[src/rtl/cdb_arbiter.sv]
// Common data bus driver: buffers functional-unit results in per-unit FIFOs and
// broadcasts one per cycle, chosen round-robin, through a registered CDB stage.
module cdb_arbiter #(
  parameter int NUM_FU     = 4,
  parameter int XLEN       = 32,
  parameter int TAG_W      = 6,
  parameter int FIFO_DEPTH = 2
) (
  input  logic                      clk,
  input  logic                      rst,
  input  logic                      flush,
  input  logic [NUM_FU-1:0]         fu_valid,
  output logic [NUM_FU-1:0]         fu_ready,
  input  logic [NUM_FU*XLEN-1:0]    fu_result,
  input  logic [NUM_FU*TAG_W-1:0]   fu_tag,
  output logic                      cdb_valid,
  output logic [XLEN-1:0]           cdb_result,
  output logic [TAG_W-1:0]          cdb_tag,
  output logic [$clog2(NUM_FU)-1:0] cdb_fu_id,
  output logic [15:0]               conflict_cnt
);

  localparam int ID_W  = $clog2(NUM_FU);
  localparam int PTR_W = $clog2(FIFO_DEPTH);
  localparam int CNT_W = PTR_W + 1;
  localparam int ENT_W = XLEN + TAG_W;

  logic [NUM_FU-1:0] req;
  logic [ENT_W-1:0]  head_entry [NUM_FU];
  logic              grant_valid;
  logic [ID_W-1:0]   grant_id;
  logic [ID_W-1:0]   scan_idx;
  logic [ENT_W-1:0]  grant_entry;
  logic              multi_req;
  logic [ID_W-1:0]   rr_ptr_reg;
  logic [ID_W-1:0]   rr_ptr_next;

  genvar gi;
  generate
    for (gi = 0; gi < NUM_FU; gi++) begin : g_fifo
      logic [ENT_W-1:0] mem [FIFO_DEPTH];
      logic [PTR_W-1:0] wr_ptr_reg;
      logic [PTR_W-1:0] rd_ptr_reg;
      logic [CNT_W-1:0] count_reg;
      logic             push;
      logic             pop;

      // Ready depends only on the registered count, so a full FIFO refuses a
      // push even in a cycle where it is also being popped.
      assign fu_ready[gi]   = count_reg < CNT_W'(FIFO_DEPTH);
      assign req[gi]        = count_reg != '0;
      assign push           = fu_valid[gi] && fu_ready[gi];
      assign pop            = grant_valid && (grant_id == ID_W'(gi));
      assign head_entry[gi] = mem[rd_ptr_reg];

      always_ff @(posedge clk) begin
        if (push) begin
          mem[wr_ptr_reg] <= {fu_tag[gi*TAG_W +: TAG_W], fu_result[gi*XLEN +: XLEN]};
        end
      end

      always_ff @(posedge clk) begin
        if (rst || flush) begin
          wr_ptr_reg <= '0;
          rd_ptr_reg <= '0;
          count_reg  <= '0;
        end else begin
          if (push) wr_ptr_reg <= wr_ptr_reg + 1'b1;
          if (pop)  rd_ptr_reg <= rd_ptr_reg + 1'b1;
          case ({push, pop})
            2'b10:   count_reg <= count_reg + 1'b1;
            2'b01:   count_reg <= count_reg - 1'b1;
            default: count_reg <= count_reg;
          endcase
        end
      end
    end
  endgenerate

  // Scan from the highest offset down so the nearest requester after ptr wins.
  always_comb begin
    grant_valid = 1'b0;
    grant_id    = '0;
    scan_idx    = '0;
    for (int k = NUM_FU - 1; k >= 0; k--) begin
      scan_idx = ID_W'((int'(rr_ptr_reg) + k) % NUM_FU);
      if (req[scan_idx]) begin
        grant_valid = 1'b1;
        grant_id    = scan_idx;
      end
    end
  end

  assign grant_entry = head_entry[grant_id];
  assign multi_req   = |(req & (req - NUM_FU'(1)));
  assign rr_ptr_next = (int'(grant_id) == NUM_FU - 1) ? '0 : grant_id + 1'b1;

  always_ff @(posedge clk) begin
    if (rst) begin
      cdb_valid    <= 1'b0;
      cdb_result   <= '0;
      cdb_tag      <= '0;
      cdb_fu_id    <= '0;
      conflict_cnt <= '0;
      rr_ptr_reg   <= '0;
    end else if (flush) begin
      cdb_valid <= 1'b0;
    end else begin
      cdb_valid <= grant_valid;
      if (grant_valid) begin
        cdb_result <= grant_entry[XLEN-1:0];
        cdb_tag    <= grant_entry[ENT_W-1:XLEN];
        cdb_fu_id  <= grant_id;
        rr_ptr_reg <= rr_ptr_next;
      end
      if (multi_req && (conflict_cnt != 16'hFFFF)) begin
        conflict_cnt <= conflict_cnt + 16'd1;
      end
    end
  end

endmodule

[config.mk]
export PLATFORM = sky130hd
export DESIGN_NAME = cdb_arbiter
export DESIGN_NICKNAME = d
export VERILOG_FILES = /design/src/rtl/cdb_arbiter.sv
export SDC_FILE = /design/constraint.sdc
export NUM_CORES = 1
export LEC_CHECK = 0
export CAP_MARGIN = 30
export CORE_UTILIZATION = 27
export DETAILED_ROUTE_END_ITERATION = 7
export PLACE_DENSITY_LB_ADDON = 0.3
export SLEW_MARGIN = 20
export SYNTH_ARGS = -nofsm -noshare
export SYNTH_HDL_FRONTEND = slang
export SYNTH_SLANG_ARGS = --single-unit
[constraint.sdc]
create_clock -name clk -period 3.9 [get_ports clk]
set_clock_uncertainty 0.2 [all_clocks]
set_input_delay 0.585 -clock clk [delete_from_list [all_inputs] [get_ports clk]]
set_output_delay 0.585 -clock clk [all_outputs]
set_load 0.02 [all_outputs]
==> impl_metrics.py <==
metrics = {
    "die": {
        "num_rows": 87,
        "die_h_um": 240.6,
        "dieArea_um2": 57870,
        "design.core.area_um2": 56280,
        "initial_core_util_pct": 27.30,
        "io_pins": 220,
        "fp.dieW_um": 240.6,
    },
    "critical_path": {
        "crit_path_frequent_cell": "or2_1",
        "worstPathCellList": "or2_1, a2111oi_4, or2_1, nor2_1, ha_1, or3_1, a21oi_1",
        "cpPeakStageDelay_ns": 0.64,
        "crit_family": "simple AND/OR/NAND/NOR gates",
        "critPathMaxFanout": 20,
        "startpoint_type": "flop",
        "crit_path_top_delay_cell": "or2_1",
        "cp.depth": 7,
        "cp.arrival_ns": 3.35,
        "critPathKind": "reg -> reg",
        "reg2reg_depth": 7,
        "cp-end-kind": "flop",
        "critPathBufInv": 0,
        "cp_data_required_time_ns": 4.20,
    },
    "placed_design": {
        "dp_hpwl_um": 30530,
        "globalplace.congestion": 0.7943,
        "port_buffers": 219,
        "post-place-ws_ns": 0.8640,
    },
    "power_and_ir_drop": {
        "power.leakage_nw": 6.369,
        "ir_drop_mv": 0.4077,
        "power_density_nw_per_um2": 723.4,
    },
    "global_route": {
        "grt_pass1_wl_um": 62510,
        "antenna_found_initial": 2,
        "grt_pass1_vias": 9762,
        "grt_usage_pct": 14.92,
        "grt_max_degree": 62,
        "grt_overflow": 0,
    },
    "cells_and_area": {
        "top_regs": "g_fifo.mem: 304 flops, cdb_result: 32 flops, conflict_cnt: 16 flops",
        "layout_commonest_cell": "edfxtp_1",
        "top_register": "g_fifo.mem",
        "post_route_cells_drive_above_1_share_pct": 12.71,
        "syn_to_final_growth_pct": 30.36,
        "largest_reg_flops": 304,
        "layout_common_cells": "edfxtp_1 (304), clkdlybuf4s50_1 (218), nor2b_1 (79)",
        "fin_nets": 1405,
        "fillers": 5386,
    },
    "synthesis": {
        "async_reset_ff_share_pct": 0,
        "synth_edf_count": 304,
        "yosysTopAreaCell": "edfxtp_1",
        "synth_top_flop_cell": "edfxtp_1",
        "ys_types": 55,
        "netlist_top_cells_area": "edfxtp_1 (59%), dfxtp_1 (10%), mux2i_1 (5.0%)",
        "avgSynthCellArea_um2": 14.99,
        "ys_seq_area_share_pct": 69.70,
        "synth-seq-cells": 383,
        "syn-num-nets": 1189,
        "ys_warn_count": 0,
        "netlist_instances": 1025,
        "netlist_area_um2": 15370,
        "post-synth-top-area-fraction_pct": 59.41,
    },
    "timing": {
        "fin_ws_ns": 0.8475,
        "setup_viol": 0,
        "tns_ns": 0,
        "maxSlewHeadroom_pct": 40.74,
        "finalCriticalPeriod_ns": 3.052,
        "finalMaxSlewViolations": 0,
        "max_clock_freq_mhz": 327.6,
        "worst_slew_pin_slew_ns": 0.8889,
        "finalCritPeriodShare_pct": 78.27,
        "hold_viol": 0,
        "rsz0062_at_grt": "false",
    },
    "cts": {
        "numCtsBuffers": 44,
        "cts_root_buffer": "clkbuf_16",
        "worstSkewPairLatency_ns": 0.57,
        "cts_max_level": 2,
        "cts_tree": "yes",
        "clkTransAtPathRegs_ns": 0.06,
        "cts.sinks": 383,
        "ctsHoldBuffers": 0,
        "cts_setup_buffers": 0,
        "cts_resized": 0,
        "clock_path_buffers": 3,
    },
    "drt": {
        "wl_um": 43170,
        "avgViaCountPerCell": 4.778,
        "drt_pass1_iterations": 4,
        "drt_iter0_markers": 563,
        "num_vias": 9708,
        "wl_per_cell_um": 21.24,
        "drc": 0,
        "drtAntennaViolNets": 0,
    },
    "min_path": {
        "holdPathStages": 2,
        "hp-class": "reg -> reg",
    },
    "flow_run": {
        "cap_viol_max_count": 0,
    },
    "outcome": {
        "status": "finished clean",
    },
}
[where the power goes]
group          internal, W  switching (W)
Clock              0.00248        0.00165
Combinational      0.00192        0.00312
Sequential         0.00495       0.000363
[area by class of cell]
cell class | instances | area, um2 | share of cell area [%]
repair buffers | 248 | 2507 | 12.52
multi-input cells | 557 | 4380 | 21.87
inverters | 7 | 26.28 | 0.1312
diodes | 1 | 2.502 | 0.01249
flip-flops and latches | 383 | 10720 | 53.49
clock inverters | 28 | 279.0 | 1.393
well taps | 756 | 945.9 | 4.722
clock buffers | 52 | 1174 | 5.859
[per-layer routing]
metal	GRT usage [%]	vias to the layer above	share of wire (%)
li1	-	4526	-
met1	18.43	4827	41
met2	25.35	284	49
met3	3.500	67	6.9
met4	5.327	4	2.5
met5	0	-	0.067
[cells in the mapped netlist (all sizes together) (25+ instances only)]
cell type,instances
mux2,41
o32a,38
buf,25
nor2b,79
a211oi,76
nor3,40
mux2i,76
dfxtp,79
edfxtp,304
nor2,29
a21oi,27
clkbuf,53
a221oi,38
[stage by stage]
step                util [%]  total power, W  std cells  area [um2]  hold WS [ns]
floorplan                  -        0.008420       1025       15370        0.2628
global placement       32.75         0.01040       1944       18430        0.2705
detailed placement     32.94         0.01053       1949       18540        0.2642
CTS                    35.53         0.01471       2029       19990        0.2720
global route           35.59         0.01518       2031       20030        0.3063
finish                 35.59         0.01449       2032       20030        0.2715
[logic make-up after synthesis]
group	Yosys count	share of synthesized area [%]
AOI/OAI and AO/OA	216	11.12
xor gates and xnor gates	12	0.6840
adders and majority gates	6	0.4804
buffers and inverters	85	2.272
DFF	383	69.70
muxes	117	7.955
and+or+nand+nor	206	7.784
[worst reg2reg max path, stage by stage (launching register included)]
cell,delay [ns]
dfxtp_1,0.34
or2_1,0.30
a2111oi_4,0.47
or2_1,0.64
nor2_1,0.16
ha_1,0.36
or3_1,0.35
a21oi_1,0.15
[path summary, 6_finish.rpt]
kind,startpoint,end,slack [ns]
min reg2reg,cdb_fu_id[1],cdb_fu_id[1],0.27
min,cdb_fu_id[1],cdb_fu_id[1],0.27
max,g_fifo[2].count_reg[1],g_fifo[2].count_reg[1],0.85
max reg2reg,g_fifo[2].count_reg[1],g_fifo[2].count_reg[1],0.85
Note: power is estimated with default switching activity, not from simulation.
